### src/rtl/mem_access_sequencer_if.sv
// Avalon-MM-style word bus between the sequencer (master) and memory (slave).
// Signals:
//   avm_address       master -> slave  word address
//   avm_writedata     master -> slave  write data
//   avm_write         master -> slave  write request
//   avm_read          master -> slave  read request
//   avm_waitrequest   slave -> master  stall; the master holds its request while 1
//   avm_readdata      slave -> master  read data
//   avm_readdatavalid slave -> master  qualifies avm_readdata
interface mem_access_sequencer_if #(
    parameter int unsigned ADDR_W = 25,
    parameter int unsigned DATA_W = 16
);
    logic [ADDR_W-1:0] avm_address;
    logic [DATA_W-1:0] avm_writedata;
    logic              avm_write;
    logic              avm_read;
    logic              avm_waitrequest;
    logic [DATA_W-1:0] avm_readdata;
    logic              avm_readdatavalid;

    modport master (
        output avm_address, avm_writedata, avm_write, avm_read,
        input  avm_waitrequest, avm_readdata, avm_readdatavalid
    );

    modport slave (
        input  avm_address, avm_writedata, avm_write, avm_read,
        output avm_waitrequest, avm_readdata, avm_readdatavalid
    );
endinterface

### src/rtl/mem_access_sequencer.sv
// Runs one memory operation (write, read or zero-fill clear) per rising edge
// of ioDone on an Avalon-MM-style master port.
// Ports:
//   clk, rst_n  clock and asynchronous active-low reset
//   modeIn      00=clear, 01=read, 10=write, 11=no-op (latched at start)
//   addrIn      target word address (latched at start)
//   dataIn      write data (latched at start)
//   ioDone      start request, rising edge triggers when idle
//   memDone     1 = idle/ready, 0 = operation in progress
//   readData    last word read, held until the next read completes
//   readValid   one-cycle pulse when readData updates
//   busyMode    mode of the current operation, 11 when idle
//   avm         master side of the memory bus
module mem_access_sequencer #(
    parameter int unsigned ADDR_W     = 25,
    parameter int unsigned DATA_W     = 16,
    parameter int unsigned CLEAR_LAST = (32'd1 << ADDR_W) - 32'd1
) (
    input  logic              clk,
    input  logic              rst_n,
    input  logic [1:0]        modeIn,
    input  logic [ADDR_W-1:0] addrIn,
    input  logic [DATA_W-1:0] dataIn,
    input  logic              ioDone,
    output logic              memDone,
    output logic [DATA_W-1:0] readData,
    output logic              readValid,
    output logic [1:0]        busyMode,
    mem_access_sequencer_if.master avm
);
    localparam logic [1:0] MODE_CLEAR = 2'b00;
    localparam logic [1:0] MODE_READ  = 2'b01;
    localparam logic [1:0] MODE_WRITE = 2'b10;
    localparam logic [1:0] MODE_IDLE  = 2'b11;
    localparam logic [ADDR_W-1:0] CLR_END = ADDR_W'(CLEAR_LAST);

    typedef enum logic [2:0] {
        IDLE,
        WR_REQ,
        RD_REQ,
        RD_WAIT,
        CLR_REQ,
        DONE
    } state_t;

    state_t            state;
    logic              ioDoneQ;
    logic [ADDR_W-1:0] clrCnt;
    logic              start;

    // Only an edge seen while idle starts an operation; others are dropped.
    assign start = ioDone & ~ioDoneQ & (state == IDLE);

    // Sequencer FSM with registered outputs.
    always_ff @(posedge clk or negedge rst_n) begin
        if (!rst_n) begin
            state             <= IDLE;
            ioDoneQ           <= 1'b1;   // ioDone held high through reset must not trigger
            clrCnt            <= '0;
            memDone           <= 1'b1;
            readData          <= '0;
            readValid         <= 1'b0;
            busyMode          <= MODE_IDLE;
            avm.avm_address   <= '0;
            avm.avm_writedata <= '0;
            avm.avm_write     <= 1'b0;
            avm.avm_read      <= 1'b0;
        end else begin
            ioDoneQ   <= ioDone;
            readValid <= 1'b0;
            unique case (state)
                IDLE: begin
                    if (start) begin
                        case (modeIn)
                            MODE_WRITE: begin
                                state             <= WR_REQ;
                                memDone           <= 1'b0;
                                busyMode          <= modeIn;
                                avm.avm_write     <= 1'b1;
                                avm.avm_address   <= addrIn;
                                avm.avm_writedata <= dataIn;
                            end
                            MODE_READ: begin
                                state           <= RD_REQ;
                                memDone         <= 1'b0;
                                busyMode        <= modeIn;
                                avm.avm_read    <= 1'b1;
                                avm.avm_address <= addrIn;
                            end
                            MODE_CLEAR: begin
                                state             <= CLR_REQ;
                                memDone           <= 1'b0;
                                busyMode          <= modeIn;
                                clrCnt            <= '0;
                                avm.avm_write     <= 1'b1;
                                avm.avm_address   <= '0;
                                avm.avm_writedata <= '0;
                            end
                            default: ;   // no-op mode: stay idle
                        endcase
                    end
                end
                WR_REQ: begin
                    if (!avm.avm_waitrequest) begin
                        state         <= DONE;
                        avm.avm_write <= 1'b0;
                    end
                end
                RD_REQ: begin
                    if (!avm.avm_waitrequest) begin
                        state        <= RD_WAIT;
                        avm.avm_read <= 1'b0;
                    end
                end
                RD_WAIT: begin
                    if (avm.avm_readdatavalid) begin
                        state     <= DONE;
                        readData  <= avm.avm_readdata;
                        readValid <= 1'b1;
                    end
                end
                CLR_REQ: begin
                    // Advance one address per accepted write; stop after CLR_END.
                    if (!avm.avm_waitrequest) begin
                        if (clrCnt == CLR_END) begin
                            state         <= DONE;
                            avm.avm_write <= 1'b0;
                        end else begin
                            clrCnt          <= clrCnt + 1'b1;
                            avm.avm_address <= clrCnt + 1'b1;
                        end
                    end
                end
                DONE: begin
                    state    <= IDLE;
                    memDone  <= 1'b1;
                    busyMode <= MODE_IDLE;
                end
                default: state <= IDLE;
            endcase
        end
    end
endmodule

### src/flat_wrapper.sv
// flat-port wrapper written by rule: the top's interface ports become plain ports
module mem_access_sequencer_flat 
#(
    parameter int unsigned ADDR_W     = 25,
    parameter int unsigned DATA_W     = 16,
    parameter int unsigned CLEAR_LAST = (32'd1 << ADDR_W) - 32'd1
)
  (clk, rst_n, modeIn, addrIn, dataIn, ioDone, memDone, readData, readValid, busyMode, avm_avm_address, avm_avm_writedata, avm_avm_write, avm_avm_read, avm_avm_waitrequest, avm_avm_readdata, avm_avm_readdatavalid);
  mem_access_sequencer_if #(.ADDR_W(ADDR_W), .DATA_W(DATA_W)) avm_i ();
  input  logic clk;
  input  logic rst_n;
  input  logic [1:0] modeIn;
  input  logic [ADDR_W-1:0] addrIn;
  input  logic [DATA_W-1:0] dataIn;
  input  logic ioDone;
  output logic memDone;
  output logic [DATA_W-1:0] readData;
  output logic readValid;
  output logic [1:0] busyMode;
  output wire logic [$bits(avm_i.avm_address)-1:0] avm_avm_address;
  output wire logic [$bits(avm_i.avm_writedata)-1:0] avm_avm_writedata;
  output wire logic [$bits(avm_i.avm_write)-1:0] avm_avm_write;
  output wire logic [$bits(avm_i.avm_read)-1:0] avm_avm_read;
  input wire logic [$bits(avm_i.avm_waitrequest)-1:0] avm_avm_waitrequest;
  input wire logic [$bits(avm_i.avm_readdata)-1:0] avm_avm_readdata;
  input wire logic [$bits(avm_i.avm_readdatavalid)-1:0] avm_avm_readdatavalid;
  assign avm_avm_address = avm_i.avm_address;
  assign avm_avm_writedata = avm_i.avm_writedata;
  assign avm_avm_write = avm_i.avm_write;
  assign avm_avm_read = avm_i.avm_read;
  assign avm_i.avm_waitrequest = avm_avm_waitrequest;
  assign avm_i.avm_readdata = avm_avm_readdata;
  assign avm_i.avm_readdatavalid = avm_avm_readdatavalid;
  mem_access_sequencer #(.ADDR_W(ADDR_W), .DATA_W(DATA_W), .CLEAR_LAST(CLEAR_LAST)) u_core (.clk(clk), .rst_n(rst_n), .modeIn(modeIn), .addrIn(addrIn), .dataIn(dataIn), .ioDone(ioDone), .memDone(memDone), .readData(readData), .readValid(readValid), .busyMode(busyMode), .avm(avm_i));
endmodule
### config.mk
export PLATFORM = sky130hd
export DESIGN_NAME = mem_access_sequencer_flat
export DESIGN_NICKNAME = d
export VERILOG_FILES = /design/src/rtl/mem_access_sequencer_if.sv /design/src/rtl/mem_access_sequencer.sv /design/src/flat_wrapper.sv
export SDC_FILE = /design/constraint.sdc
export NUM_CORES = 1
export LEC_CHECK = 0
export ABC_AREA = 1
export CAP_MARGIN = 40
export CORE_MARGIN = 1.5
export CORE_UTILIZATION = 53
export DETAILED_ROUTE_END_ITERATION = 8
export PLACE_DENSITY = 0.86
export SLEW_MARGIN = 30
export SYNTH_ARGS = -nofsm -noshare
export SYNTH_HDL_FRONTEND = slang
export SYNTH_SLANG_ARGS = --single-unit
### constraint.sdc
create_clock -name clk -period 2.95 [get_ports clk]
set_input_delay 0.4425 -clock clk [delete_from_list [all_inputs] [get_ports clk]]
set_output_delay 0.4425 -clock clk [all_outputs]
set_load 0.02 [all_outputs]
==> metrics.sh <==
RUN_STATUS='complete, no violations'
LAYOUT.AREA.SEQ_SQ_MM=0.00231
VIAS_IN_THE_FIRST_GLOBAL_ROUTE=4497
POST_LAYOUT_NONFILLER_INSTANCES=869
CTS_NUM_SINKS=92
TIMING.CRITICAL_PATH.REQUIRED_NS=3.20
NUMBER_OF_ANTENNA_VIOLATIONS_AT_THE_FIRST_CHECK_IN_GLOBAL_ROUTING=0
SETUP.WORST_PATH.END_CLASS='register'
CTS.HTREE.LEVELS=3
GRT_BUSIEST_LAYER='met2'
DRTANTENNAVIOLNETS=0
TRITONCTS='yes'
TIMING.FMAX_MHz=463
SYNTH_FP_NETS=703
SLEW_HEADROOM_PCT=60.1
LARGEST_NET_DEGREE_AT_THE_START_OF_GLOBAL_ROUTING=48
VDD_IR_DROP_MAX_uV=577
GRT_OVERFLOW=0
BUFFER_PORTS.INSERTED=126
CTSLONGESTPATHBUFFERS=2
CELLPOWERDENSITY_mW_PER_MM2=888
TIGHTEST_SLEW_NS=0.599
SYNTH.AVG_CELL_AREA_SQ_UM=7.85
POST_CTS_RESIZED=0
WORST_HOLD_PATH_CLASS='in -> async'
SYNTH-EDFF-COUNT=0
ARRIVAL_NS=2.41
CRITPATHMAXFANOUT=17
LAYOUT_SETUP_WS_NS=0.789
MAPPEDNETLISTAREA_SQ_MM=0.00496
WL_PER_CELL_UM=15.3
STARTPOINT_TYPE='register'
WORST-SETUP-PATH-TYPE='reg -> reg'
GLOBALROUTEMET1UTIL_PCT=35.9
UNREPAIRED_SETUP_ENDPOINTS_AFTER_GLOBAL_ROUTING='no'
ASYNCSETRESETFLOPFRACSYNTH_PCT=100
FLOORPLAN.CORE_AREA_SQ_MM=0.00915
CTS_MADE_BUFFERS=9
SYNTH_SEQUENTIAL_AREA_RATIO_PCT=46.5
CORE.ROWCOUNT=35
VIAS=4649
IOS=127
CLOCK_LATENCY_NS=0.36
PATH_CLK_SLEW_NS=0.09
TIMING.FINAL.CRIT_SHARE_PCT=73.3
POSTLAYOUTCELLAREA_SQ_MM=0.00643
DRT_WL_TOTAL_UM=13300
MET2_USAGE_PCT=45.7
PLACE.DETAILED.HPWL_UM=9810
FP.DIEW_UM=99.7
POST_ROUTE_CELLS_DRIVE_ABOVE_1_SHARE_PCT=10.9
POWER.LEAKAGE_nW=3.12
DETAILEDROUTE.FIRSTPASSITERATIONCOUNT=5
MULTI_INPUT_GATE_AREA_IN_THE_FINAL_LAYOUT_SQ_MM=0.00228
TRACK_USAGE_PCT=27.8
PRE_CTS_WS_NS=0.467
GR-USAGE-MET3_PCT=6.75
TOTAL_COUNT_OF_HOLD_CHECK_FAILURES_IN_THE_FINAL_REPORT=0
SYNTHTOLAYOUTAREAGROWTH_PCT=29.6
FINCLKSKEW_NS=0.0136
FINAL.SETUP.TNS_NS=0
POST_SYNTH_INST_COUNT=632
INITIAL_CORE_UTIL_PCT=54.2
PLACEDCELLCOUNT=853
COUNT_OF_ENDPOINTS_FAILING_SETUP_IN_THE_FINAL_REPORT=0
ROUTED_VIA_DENSITY=5.35
FINISH.UTILIZATION_PCT=70.2
MAX_TRANSITION_VIOLS_FINAL=0
YS_TYPES=33
POST-CTS-SETUP-BUFFERS=0
DRT_ITER0_MARKERS=342
DIODES=0
FINALCRITICALPERIOD_NS=2.16
SYNTH_FF_TYPE='sky130_fd_sc_hd__dfrtp_1'
FIRST_PASS_GRT_WIRE_LENGTH_UM=21600
SYNTHESIS.YOSYS.WARNINGS=0
R2R_SLACK_NS=0.79
GP_ROUTABILITY_CONGESTION=0.975
DIEHEIGHT_UM=99.7
DESIGN.DIE.AREA_SQ_MM=0.00995
DRT_DRC_VIOLATIONS_LEFT=0
MAXCAPVIOLATIONS=0
CLOCKROOTBUFFER='sky130_fd_sc_hd__clkbuf_8'
SYNTH_SEQ_CELLS=92
HOLDBUFCOUNTCTS=0
DPL-INSTANCE-AREA_SQ_MM=0.00622
FILLCELL_TOTAL=699
FIN_NETS=825
## layer usage
metal,wire [um],vias up
met5,0,-
met4,230,0
met3,1050,21
met2,6500,202
met1,5530,2178
li1,-,2248
## registers in the layout, summed over array words and instances (netlist names), 2 cells and up
register and cells:
u_core.clrCnt 25, u_core.avm.avm_address 25, u_core.readData 16, u_core.state 3, u_core.avm.avm_writedata 16, u_core.busyMode 2
## cell usage after synthesis, types with 3 or more instances
cell | number | area, sq um
sky130_fd_sc_hd__nand2_1 | 270 | 1010
sky130_fd_sc_hd__dfrtp_1 | 88 | 2200
sky130_fd_sc_hd__nand3_1 | 69 | 345
sky130_fd_sc_hd__inv_1 | 39 | 146
sky130_fd_sc_hd__nor2_1 | 33 | 124
sky130_fd_sc_hd__o21ai_2 | 26 | 228
sky130_fd_sc_hd__o21ai_0 | 19 | 95.1
sky130_fd_sc_hd__nand2_2 | 10 | 62.6
sky130_fd_sc_hd__buf_6 | 8 | 90.1
sky130_fd_sc_hd__ha_1 | 7 | 87.6
sky130_fd_sc_hd__nand4_1 | 6 | 37.5
sky130_fd_sc_hd__buf_2 | 5 | 25.0
sky130_fd_sc_hd__inv_2 | 5 | 18.8
sky130_fd_sc_hd__o21bai_1 | 5 | 37.5
sky130_fd_sc_hd__a21oi_1 | 4 | 20.0
sky130_fd_sc_hd__clkbuf_1 | 4 | 15.0
sky130_fd_sc_hd__dfstp_2 | 4 | 105
sky130_fd_sc_hd__nor2_4 | 4 | 45.0
sky130_fd_sc_hd__o21a_1 | 4 | 30.0
sky130_fd_sc_hd__buf_4 | 3 | 22.5
sky130_fd_sc_hd__nor2_2 | 3 | 18.8
sky130_fd_sc_hd__nor3_1 | 3 | 15.0
## worst max-delay path: stages (launching register included)
cell,delay [ns]
sky130_fd_sc_hd__dfrtp_1,0.63
sky130_fd_sc_hd__inv_1,0.20
sky130_fd_sc_hd__nand2_1,0.12
sky130_fd_sc_hd__nor2_1,0.07
sky130_fd_sc_hd__nand2_2,0.28
sky130_fd_sc_hd__clkinv_1,0.48
sky130_fd_sc_hd__nand2_1,0.19
sky130_fd_sc_hd__nand2_1,0.06
## cells in the final DEF (no fill, tap or decap)
master                            Yosys  final
sky130_fd_sc_hd__nand2_1            270    270
sky130_fd_sc_hd__clkdlybuf4s50_1      0    125
sky130_fd_sc_hd__dfrtp_1             88     88
sky130_fd_sc_hd__nand3_1             69     69
sky130_fd_sc_hd__inv_1               39     39
sky130_fd_sc_hd__nor2_1              33     33
sky130_fd_sc_hd__o21ai_2             26     26
sky130_fd_sc_hd__o21ai_0             19     19
sky130_fd_sc_hd__nand2_2             10     10
sky130_fd_sc_hd__clkbuf_8             0      9
sky130_fd_sc_hd__buf_4                3      8
sky130_fd_sc_hd__ha_1                 7      7
sky130_fd_sc_hd__nand4_1              6      6
sky130_fd_sc_hd__inv_2                5      5
sky130_fd_sc_hd__o21bai_1             5      5
sky130_fd_sc_hd__nor2_4               4      4
sky130_fd_sc_hd__o21a_1               4      4
sky130_fd_sc_hd__a21oi_1              4      4
sky130_fd_sc_hd__dfstp_2              4      4
sky130_fd_sc_hd__nor2_2               3      3
sky130_fd_sc_hd__nor3_1               3      3
sky130_fd_sc_hd__nand3_4              2      2
sky130_fd_sc_hd__clkinv_2             0      2
sky130_fd_sc_hd__clkinv_1             1      1
sky130_fd_sc_hd__nor2_8               1      1
sky130_fd_sc_hd__nand4_4              1      1
sky130_fd_sc_hd__nand2_4              1      1
sky130_fd_sc_hd__a31oi_1              1      1
sky130_fd_sc_hd__a21oi_4              1      1
sky130_fd_sc_hd__o31ai_1              1      1
sky130_fd_sc_hd__clkinv_4             0      1
sky130_fd_sc_hd__bufinv_16            0      1
sky130_fd_sc_hd__inv_6                0      1
sky130_fd_sc_hd__clkinvlp_4           0      1
sky130_fd_sc_hd__buf_8                2      1
sky130_fd_sc_hd__buf_12               1      1
## area by class of cell
| cell class | count | share of cell area (%) |
|---|---|---|
| Timing Repair Buffer | 135 | 20.9 |
| Sequential cell | 92 | 35.9 |
| Clock buffer | 9 | 1.93 |
| Inverter | 45 | 2.63 |
| Multi-Input combinational cell | 471 | 35.4 |
| Tap cell | 111 | 2.16 |
| Clock inverter | 6 | 1.01 |
## power breakdown
| part | internal (W) | switching (W) |
|---|---|---|
| combinational | 0.00114 | 0.00176 |
| clock | 0.000389 | 0.000450 |
| sequential | 0.00167 | 0.000300 |
| total | 0.00320 | 0.00251 |
## cell families after synthesis
logic type / synth area share, %
AO/OA/AOI/OAI: 8.88
adder cells (fa/ha/maj): 1.77
buffers and inverters: 7.57
flip-flops: 46.5
AND/OR/NAND/NOR: 35.3
## final timing paths
path                                     from                         to  cells after the start
max in group asynchronous               rst_n             u_core.ioDoneQ                      2
setup reg to reg              u_core.state[2]        u_core.readData[15]                      7
min in group clk           u_core.busyMode[1]         u_core.busyMode[1]                      2
setup / recovery              u_core.state[2]        u_core.readData[15]                      7
hold / removal                          rst_n  u_core.avm.avm_address[7]                      1
hold reg to reg            u_core.busyMode[1]         u_core.busyMode[1]                      2
## through the flow
step                      power [W]  hold WS (ns)
after floorplan             0.00386         0.147
after global placement      0.00475         0.452
after detailed placement    0.00483         0.462
after CTS                   0.00570        0.0962
after global routing        0.00605         0.126
final                       0.00570        0.0775
No activity file was read; power rests on OpenSTA's default activity.
